==> src/rtl/fwd_pipe_ctrl_pkg.sv <==
// -----------------------------------------------------------------------------
// fwd_pkg
//   Shared types for the back-end pipeline controller (fwd_pipe_ctrl).
//   - fwd_sel_t : operand source select driven to the EX operand muxes.
//   - idex_t / exmem_t / memwb_t : contents of the three stage registers.
//   The stage records are sized by the FWD_* widths below. fwd_pipe_ctrl
//   refuses to elaborate with parameters that disagree with them.
// -----------------------------------------------------------------------------
package fwd_pkg;

    localparam int FWD_DATA_W  = 64;
    localparam int FWD_REG_W   = 5;
    localparam int FWD_NUM_SRC = 2;

    typedef enum logic [1:0] {
        FWD_RF    = 2'b00,
        FWD_EXMEM = 2'b01,
        FWD_MEMWB = 2'b10
    } fwd_sel_t;

    typedef logic [FWD_REG_W-1:0]  reg_idx_t;
    typedef logic [FWD_DATA_W-1:0] data_t;

    typedef struct packed {
        logic                             valid;
        reg_idx_t                         rd;
        reg_idx_t [FWD_NUM_SRC-1:0]       src;
        logic                             regwrite;
        logic                             memread;
    } idex_t;

    typedef struct packed {
        logic     valid;
        reg_idx_t rd;
        logic     regwrite;
        logic     memread;
        data_t    result;
    } exmem_t;

    typedef struct packed {
        logic     valid;
        reg_idx_t rd;
        logic     regwrite;
        data_t    data;
    } memwb_t;

endpackage

==> src/rtl/fwd_pipe_ctrl_if.sv <==
// -----------------------------------------------------------------------------
// fwd_pipe_ctrl_if
//   Bundles every non-clock/reset signal of fwd_pipe_ctrl.
//   master : decode / datapath side (drives id_*, flush, ex_result, mem_rdata)
//   slave  : the controller (drives stall, fwd_sel, fwd_data, wb_*)
//   id_src   : source i at [i*REG_W +: REG_W]
//   fwd_sel  : source i at [i*2 +: 2]
//   fwd_data : source i at [i*DATA_W +: DATA_W]
// -----------------------------------------------------------------------------
interface fwd_pipe_ctrl_if #(
    parameter int DATA_W  = 64,
    parameter int REG_W   = 5,
    parameter int NUM_SRC = 2
);
    logic                        id_valid;
    logic [REG_W-1:0]            id_rd;
    logic [NUM_SRC*REG_W-1:0]    id_src;
    logic                        id_regwrite;
    logic                        id_memread;
    logic                        flush;
    logic [DATA_W-1:0]           ex_result;
    logic [DATA_W-1:0]           mem_rdata;
    logic                        stall;
    logic [NUM_SRC*2-1:0]        fwd_sel;
    logic [NUM_SRC*DATA_W-1:0]   fwd_data;
    logic                        wb_en;
    logic [REG_W-1:0]            wb_rd;
    logic [DATA_W-1:0]           wb_data;

    modport master (
        output id_valid, id_rd, id_src, id_regwrite, id_memread,
        output flush, ex_result, mem_rdata,
        input  stall, fwd_sel, fwd_data, wb_en, wb_rd, wb_data
    );

    modport slave (
        input  id_valid, id_rd, id_src, id_regwrite, id_memread,
        input  flush, ex_result, mem_rdata,
        output stall, fwd_sel, fwd_data, wb_en, wb_rd, wb_data
    );
endinterface

==> src/rtl/fwd_pipe_ctrl_stage_reg.sv <==
// -----------------------------------------------------------------------------
// pipe_stage_reg
//   Width-parametrised pipeline register.
//   clk    : rising-edge clock
//   reset  : synchronous active-high, clears q
//   hold   : keep current contents
//   bubble : load all-zero (valid=0) record
//   d / q  : next / current record
//   Priority: reset > bubble > hold > load.
// -----------------------------------------------------------------------------
module pipe_stage_reg #(
    parameter int W = 8
) (
    input  logic         clk,
    input  logic         reset,
    input  logic         hold,
    input  logic         bubble,
    input  logic [W-1:0] d,
    output logic [W-1:0] q
);
    always_ff @(posedge clk) begin
        if (reset) begin
            q <= '0;
        end else if (bubble) begin
            q <= '0;
        end else if (!hold) begin
            q <= d;
        end
    end
endmodule

==> src/rtl/fwd_pipe_ctrl.sv <==
// -----------------------------------------------------------------------------
// fwd_pipe_ctrl
//   Control/tag state of the ID/EX, EX/MEM and MEM/WB stage registers of the
//   5-stage LEGv8 pipeline, with load-use stall, branch flush, operand
//   forwarding selects/data and the register-file writeback port.
//   clk   : rising-edge clock
//   reset : synchronous, active-high
//   bus   : fwd_pipe_ctrl_if.slave
//           in : id_valid, id_rd, id_src, id_regwrite, id_memread, flush,
//                ex_result, mem_rdata
//           out: stall, fwd_sel, fwd_data, wb_en, wb_rd, wb_data
// -----------------------------------------------------------------------------
module fwd_pipe_ctrl
    import fwd_pkg::*;
#(
    parameter int DATA_W   = 64,
    parameter int REG_W    = 5,
    parameter int NUM_SRC  = 2,
    parameter int ZERO_REG = 31
) (
    input  logic           clk,
    input  logic           reset,
    fwd_pipe_ctrl_if.slave bus
);
    // Stage records have a fixed layout taken from the package.
    if (DATA_W != FWD_DATA_W || REG_W != FWD_REG_W || NUM_SRC != FWD_NUM_SRC) begin : g_width_check
        $error("fwd_pipe_ctrl: parameters must match fwd_pkg stage widths");
    end

    localparam reg_idx_t XZR = reg_idx_t'(ZERO_REG);

    localparam int IDEX_W  = $bits(idex_t);
    localparam int EXMEM_W = $bits(exmem_t);
    localparam int MEMWB_W = $bits(memwb_t);

    idex_t  idex_d,  idex_q;
    exmem_t exmem_d, exmem_q;
    memwb_t memwb_d, memwb_q;

    logic [IDEX_W-1:0]  idex_qv;
    logic [EXMEM_W-1:0] exmem_qv;
    logic [MEMWB_W-1:0] memwb_qv;

    logic stall_c;

    // An older stage can supply source s. EX/MEM excludes loads: their data
    // only exists after MEM, and the stall guarantees they are taken from MEM/WB.
    function automatic logic exmem_hit(input exmem_t r, input reg_idx_t s);
        return (s != XZR) && r.valid && r.regwrite && !r.memread && (r.rd == s);
    endfunction

    function automatic logic memwb_hit(input memwb_t r, input reg_idx_t s);
        return (s != XZR) && r.valid && r.regwrite && (r.rd == s);
    endfunction

    // ---- decode -> ID/EX ----
    always_comb begin
        idex_d          = '0;
        idex_d.valid    = bus.id_valid;
        idex_d.rd       = bus.id_rd;
        idex_d.regwrite = bus.id_regwrite;
        idex_d.memread  = bus.id_memread;
        for (int i = 0; i < NUM_SRC; i++) begin
            idex_d.src[i] = bus.id_src[i*REG_W +: REG_W];
        end
    end

    // Load in EX whose destination the decoding instruction reads.
    always_comb begin
        logic src_hit;
        src_hit = 1'b0;
        for (int i = 0; i < NUM_SRC; i++) begin
            if (idex_d.src[i] == idex_q.rd) begin
                src_hit = 1'b1;
            end
        end
        stall_c = idex_q.valid & idex_q.memread & idex_q.regwrite &
                  (idex_q.rd != XZR) & bus.id_valid & src_hit;
    end

    // A flush overrides the stall: both bubble ID/EX, but only the flush
    // also kills the instruction moving into EX/MEM.
    pipe_stage_reg #(.W(IDEX_W)) u_idex (
        .clk    (clk),
        .reset  (reset),
        .hold   (1'b0),
        .bubble (bus.flush | stall_c),
        .d      (idex_d),
        .q      (idex_qv)
    );
    assign idex_q = idex_qv;

    // ---- ID/EX -> EX/MEM ----
    always_comb begin
        exmem_d          = '0;
        exmem_d.valid    = idex_q.valid;
        exmem_d.rd       = idex_q.rd;
        exmem_d.regwrite = idex_q.regwrite;
        exmem_d.memread  = idex_q.memread;
        exmem_d.result   = bus.ex_result;
    end

    pipe_stage_reg #(.W(EXMEM_W)) u_exmem (
        .clk    (clk),
        .reset  (reset),
        .hold   (1'b0),
        .bubble (bus.flush),
        .d      (exmem_d),
        .q      (exmem_qv)
    );
    assign exmem_q = exmem_qv;

    // ---- EX/MEM -> MEM/WB ----
    // The branch being flushed sits in MEM and still completes.
    always_comb begin
        memwb_d          = '0;
        memwb_d.valid    = exmem_q.valid;
        memwb_d.rd       = exmem_q.rd;
        memwb_d.regwrite = exmem_q.regwrite;
        memwb_d.data     = exmem_q.memread ? bus.mem_rdata : exmem_q.result;
    end

    pipe_stage_reg #(.W(MEMWB_W)) u_memwb (
        .clk    (clk),
        .reset  (reset),
        .hold   (1'b0),
        .bubble (1'b0),
        .d      (memwb_d),
        .q      (memwb_qv)
    );
    assign memwb_q = memwb_qv;

    // ---- EX operand forwarding ----
    always_comb begin
        bus.fwd_sel  = '0;
        bus.fwd_data = '0;
        for (int i = 0; i < NUM_SRC; i++) begin
            if (exmem_hit(exmem_q, idex_q.src[i])) begin
                bus.fwd_sel[i*2 +: 2]           = FWD_EXMEM;
                bus.fwd_data[i*DATA_W +: DATA_W] = exmem_q.result;
            end else if (memwb_hit(memwb_q, idex_q.src[i])) begin
                bus.fwd_sel[i*2 +: 2]           = FWD_MEMWB;
                bus.fwd_data[i*DATA_W +: DATA_W] = memwb_q.data;
            end
        end
    end

    // ---- writeback ----
    assign bus.stall   = stall_c;
    assign bus.wb_en   = memwb_q.valid & memwb_q.regwrite & (memwb_q.rd != XZR);
    assign bus.wb_rd   = memwb_q.rd;
    assign bus.wb_data = memwb_q.data;

endmodule
==> src/flat_wrapper.sv <==
// flat-port wrapper written by rule: the top's interface ports become plain ports
module fwd_pipe_ctrl_flat import fwd_pkg::*;
#(
    parameter int DATA_W   = 64,
    parameter int REG_W    = 5,
    parameter int NUM_SRC  = 2,
    parameter int ZERO_REG = 31
)
  (clk, reset, bus_id_valid, bus_id_rd, bus_id_src, bus_id_regwrite, bus_id_memread, bus_flush, bus_ex_result, bus_mem_rdata, bus_stall, bus_fwd_sel, bus_fwd_data, bus_wb_en, bus_wb_rd, bus_wb_data);
  fwd_pipe_ctrl_if #(.DATA_W(DATA_W), .REG_W(REG_W), .NUM_SRC(NUM_SRC)) bus_i ();
  input  logic clk;
  input  logic reset;
  input wire logic [$bits(bus_i.id_valid)-1:0] bus_id_valid;
  input wire logic [$bits(bus_i.id_rd)-1:0] bus_id_rd;
  input wire logic [$bits(bus_i.id_src)-1:0] bus_id_src;
  input wire logic [$bits(bus_i.id_regwrite)-1:0] bus_id_regwrite;
  input wire logic [$bits(bus_i.id_memread)-1:0] bus_id_memread;
  input wire logic [$bits(bus_i.flush)-1:0] bus_flush;
  input wire logic [$bits(bus_i.ex_result)-1:0] bus_ex_result;
  input wire logic [$bits(bus_i.mem_rdata)-1:0] bus_mem_rdata;
  output wire logic [$bits(bus_i.stall)-1:0] bus_stall;
  output wire logic [$bits(bus_i.fwd_sel)-1:0] bus_fwd_sel;
  output wire logic [$bits(bus_i.fwd_data)-1:0] bus_fwd_data;
  output wire logic [$bits(bus_i.wb_en)-1:0] bus_wb_en;
  output wire logic [$bits(bus_i.wb_rd)-1:0] bus_wb_rd;
  output wire logic [$bits(bus_i.wb_data)-1:0] bus_wb_data;
  assign bus_i.id_valid = bus_id_valid;
  assign bus_i.id_rd = bus_id_rd;
  assign bus_i.id_src = bus_id_src;
  assign bus_i.id_regwrite = bus_id_regwrite;
  assign bus_i.id_memread = bus_id_memread;
  assign bus_i.flush = bus_flush;
  assign bus_i.ex_result = bus_ex_result;
  assign bus_i.mem_rdata = bus_mem_rdata;
  assign bus_stall = bus_i.stall;
  assign bus_fwd_sel = bus_i.fwd_sel;
  assign bus_fwd_data = bus_i.fwd_data;
  assign bus_wb_en = bus_i.wb_en;
  assign bus_wb_rd = bus_i.wb_rd;
  assign bus_wb_data = bus_i.wb_data;
  fwd_pipe_ctrl #(.DATA_W(DATA_W), .REG_W(REG_W), .NUM_SRC(NUM_SRC), .ZERO_REG(ZERO_REG)) u_core (.clk(clk), .reset(reset), .bus(bus_i));
endmodule
==> config.mk <==
export PLATFORM = sky130hd
export DESIGN_NAME = fwd_pipe_ctrl_flat
export DESIGN_NICKNAME = d
export VERILOG_FILES = /design/src/rtl/fwd_pipe_ctrl_pkg.sv /design/src/rtl/fwd_pipe_ctrl_if.sv /design/src/rtl/fwd_pipe_ctrl_stage_reg.sv /design/src/rtl/fwd_pipe_ctrl.sv /design/src/flat_wrapper.sv
export SDC_FILE = /design/constraint.sdc
export NUM_CORES = 1
export LEC_CHECK = 0
export CORE_UTILIZATION = 47
export CTS_CLUSTER_SIZE = 28
export DETAILED_ROUTE_END_ITERATION = 10
export PLACE_DENSITY = 0.95
export SYNTH_ARGS = -nofsm -noshare
export SYNTH_HDL_FRONTEND = slang
export SYNTH_SLANG_ARGS = --single-unit
==> constraint.sdc <==
create_clock -name clk -period 4 [get_ports clk]
set_input_delay 0.4 -clock clk [delete_from_list [all_inputs] [get_ports clk]]
set_output_delay 0.4 -clock clk [all_outputs]
set_load 0.005 [all_outputs]
==> flow_metrics.tcl <==
set metrics [dict create \
    routed-via-count 7324 \
    clock-sinks 161 \
    drc 0 \
    finClkSkew_ps 10.4 \
    max-vdd-ir-drop_mv 0.268 \
    synth_warnings 0 \
    detailed_place_hpwl_um 19300 \
    whs_path_depth 1 \
    clock-root-buffer "sky130_fd_sc_hd__clkbuf_16" \
    synth_seq_area_share_pct 37.9 \
    timing.critical_path.from_type "register" \
    cellPowerDensity_nw_per_um2 295 \
    cts_tree "yes" \
    regToRegStartpoint "u_core.u_exmem.q[64]" \
    async_flop_share_pct 0 \
    cts-hold-fix-buffers 0 \
    core_region_area_um2 17500 \
    timing.critical_path.to_type "primary output" \
    leakage_uw 0.00540 \
    cp.required_ps 3600 \
    max_clock_freq_mhz 308 \
    synth_edf_count 0 \
    flow.area_growth_from_synthesis_pct 43.3 \
    grt_pass1_wl_um 39800 \
    worstHoldPathType "reg2reg" \
    placement.io_buffers 351 \
    regToRegSetupSlack_ps 2060 \
    initial_cell_density_of_the_core_pct 48.6 \
    drt-total-wl_um 27000 \
    crit_fanout 37 \
    final_max_slew_viol_count 0 \
    worst_r2r_path_cells 4 \
    cts_setup_buffers 0 \
    grt_pass1_vias 7253 \
    report.final.setup_viol 0 \
    critical_path_arrival_ps 2840 \
    grt_overflow_total 0 \
    hold_viol 0 \
    dr.pass1.iters 5 \
    total_cts_buffers 17 \
    ys_ff_latch 161 \
    timing.max_slew.rel_slack_pct 44.3 \
    horizontal_die_dimension_um 136 \
    maxCapViolCount 0 \
    clock_tree.htree_level_count 4 \
    drive_above_1_share_pct 13.3 \
    route.antenna.remaining_nets 0 \
    finalCritPeriodShare_pct 81.1 \
    rows 48 \
    syn_nets 1021 \
    floorplan.die_area_um2 18600 \
    period_minus_slack_ps 3240 \
    pin_count_of_the_biggest_net_entering_global_routing 91 \
    syn_inst 872 \
    r2r_end "u_core.u_memwb.q[2]" \
    synth.avg_cell_area_um2 9.75 \
    hold_start "u_core.u_idex.q[0]" \
    grt_antenna_before_repair 1 \
    tns_ps 0 \
    worst-slew-pin-transition_ps 836 \
    gp_routability_congestion 0.970 \
    wl_per_cell_um 19.8 \
    layout_setup_ws_ps 758 \
    yosysUniqueCellTypes 26 \
    worst_skew_late_latency_ps 420 \
    resized_cells_post_cts 0 \
    placement.setup.worst_slack_ps 1300 \
    pin_count 352 \
    avgViaCountPerCell 5.37 \
    track_usage_pct 28.3 \
    synth_top_flop_cell "sky130_fd_sc_hd__dfxtp_1" \
    detail_route.iter0.violations 375 \
    dieHeight_um 136 \
    final_net_count 1276 \
    cts-root-to-sink-buffers 2 \
    cts.clk_slew.worst_paths_ps 70 \
    grt_setup_unrepaired "false" \
    synth.cell_area_um2 8500 \
    hold_path_end "u_core.u_exmem.q[64]" \
    timing.setup.critical_path_class "reg2out" \
    status "finished, final reports clean" \
]
==> cells in the mapped netlist (15+ instances only) <==
library cell	n	area (µm²)
sky130_fd_sc_hd__dfxtp_1	161	3220
sky130_fd_sc_hd__and3_1	108	676
sky130_fd_sc_hd__mux2i_1	90	901
sky130_fd_sc_hd__and2_1	75	469
sky130_fd_sc_hd__buf_4	72	541
sky130_fd_sc_hd__nor2_1	67	251
sky130_fd_sc_hd__mux2_4	50	751
sky130_fd_sc_hd__mux2_2	43	484
sky130_fd_sc_hd__clkbuf_1	40	150
sky130_fd_sc_hd__nand2_1	23	86.3
sky130_fd_sc_hd__a21oi_1	18	90.1
sky130_fd_sc_hd__nand4_1	17	106
sky130_fd_sc_hd__xor2_1	16	140
sky130_fd_sc_hd__buf_2	15	75.1
sky130_fd_sc_hd__inv_1	15	56.3
==> cell families (layout without fill, tap and decap cells) <==
logic type / after synthesis / count (layout) / share of synthesized area [%]
flip-flops: 161 / 161 / 37.9
XOR/XNOR: 30 / 30 / 3.09
AO/OA/AOI/OAI: 23 / 23 / 1.58
other: 0 / 1 / 0
buffers and inverters: 150 / 417 / 10.7
AND/OR/NAND/NOR: 316 / 316 / 20.4
multiplexers: 192 / 192 / 26.3
==> power by group <==
part           leakage (µW)  internal (µW)  switching, µW  total (µW)
clock              0.000263            819            689        1510
combinational       0.00382            219            157         376
sequential          0.00132           1660           50.2        1710
total               0.00540           2700            896        3590
==> cells in the final DEF, fill, tap and decap left out, drive strengths merged <==
| master | instances |
|---|---|
| a211oi | 2 |
| a21oi | 18 |
| a31oi | 2 |
| and2 | 75 |
| and3 | 108 |
| buf | 21 |
| clkbuf | 18 |
| clkdlybuf4s50 | 350 |
| clkinv | 5 |
| clkinvlp | 3 |
| dfxtp | 161 |
| diode | 1 |
| inv | 20 |
| mux2 | 102 |
| mux2i | 90 |
| nand2 | 23 |
| nand3 | 14 |
| nand3b | 1 |
| nand4 | 17 |
| nor2 | 67 |
| nor2b | 7 |
| nor4 | 4 |
| o22ai | 1 |
| xnor2 | 14 |
| xor2 | 16 |
==> critical path, stage by stage, from the launching register on <==
cell                              delay (ps)
sky130_fd_sc_hd__dfxtp_1                 420
sky130_fd_sc_hd__xor2_1                  220
sky130_fd_sc_hd__nor4_1                   90
sky130_fd_sc_hd__nand4_1                 120
sky130_fd_sc_hd__buf_4                   550
sky130_fd_sc_hd__mux2i_1                 410
sky130_fd_sc_hd__clkdlybuf4s50_1         570
==> sequential cells by signal (all words and copies together) (netlist names) <==
| register | count |
|---|---|
| u_core.u_memwb.q | 71 |
| u_core.u_exmem.q | 72 |
| u_core.u_idex.q | 18 |
==> metal layers <==
| layer | vias up | share of wire [%] | global-route usage, % | routed length (µm) |
|---|---|---|---|---|
| li1 | 3400 | - | - | - |
| met4 | 0 | 5.7 | 18.0 | 1530 |
| met3 | 85 | 8.1 | 7.64 | 2180 |
| met1 | 3473 | 38 | 31.3 | 10200 |
| met5 | - | 0 | 0 | 0 |
| met2 | 366 | 48 | 48.0 | 13100 |
==> per-stage QoR <==
step / power, µW / utilization, % / instances / cell area (µm²) / hold slack, ps
2_1_floorplan: 1890 / - / 872 / 8500 / 429
3_3_place_gp: 2110 / 66.5 / 1333 / 11600 / 443
3_5_place_dp: 2110 / 66.5 / 1333 / 11600 / 442
4_1_cts: 3610 / 69.6 / 1364 / 12200 / 460
6_report: 3590 / 69.7 / 1365 / 12200 / 466
5_1_grt: 3710 / 69.7 / 1365 / 12200 / 482
==> area by class of cell <==
| cell class | count | area (µm²) |
|---|---|---|
| fill | 1245 | 5300 |
| multi-input combinational | 561 | 4400 |
| timing repair buffer | 371 | 3660 |
| sequential | 161 | 3230 |
| clock buffer | 18 | 439 |
| tap | 225 | 282 |
| clock inverter | 13 | 105 |
| inverter | 15 | 56.3 |
| antenna | 1 | 2.50 |
==> worst max-delay path by stage <==
stage / slack (ps) / to / cells past startpoint / startpoint
6_report: 760 / bus_fwd_data[87] / 6 / u_core.u_exmem.q[68]
5_1_grt: 630 / bus_fwd_data[87] / 6 / u_core.u_exmem.q[68]
4_1_cts: 810 / bus_fwd_data[30] / 6 / u_core.u_idex.q[3]
3_5_place_dp: 1300 / bus_fwd_data[87] / 6 / u_core.u_idex.q[9]
3_3_place_gp: 1320 / bus_fwd_data[87] / 6 / u_core.u_idex.q[9]
2_1_floorplan: 2070 / bus_fwd_data[100] / 6 / u_core.u_idex.q[9]
(Power assumes the default switching activity.)
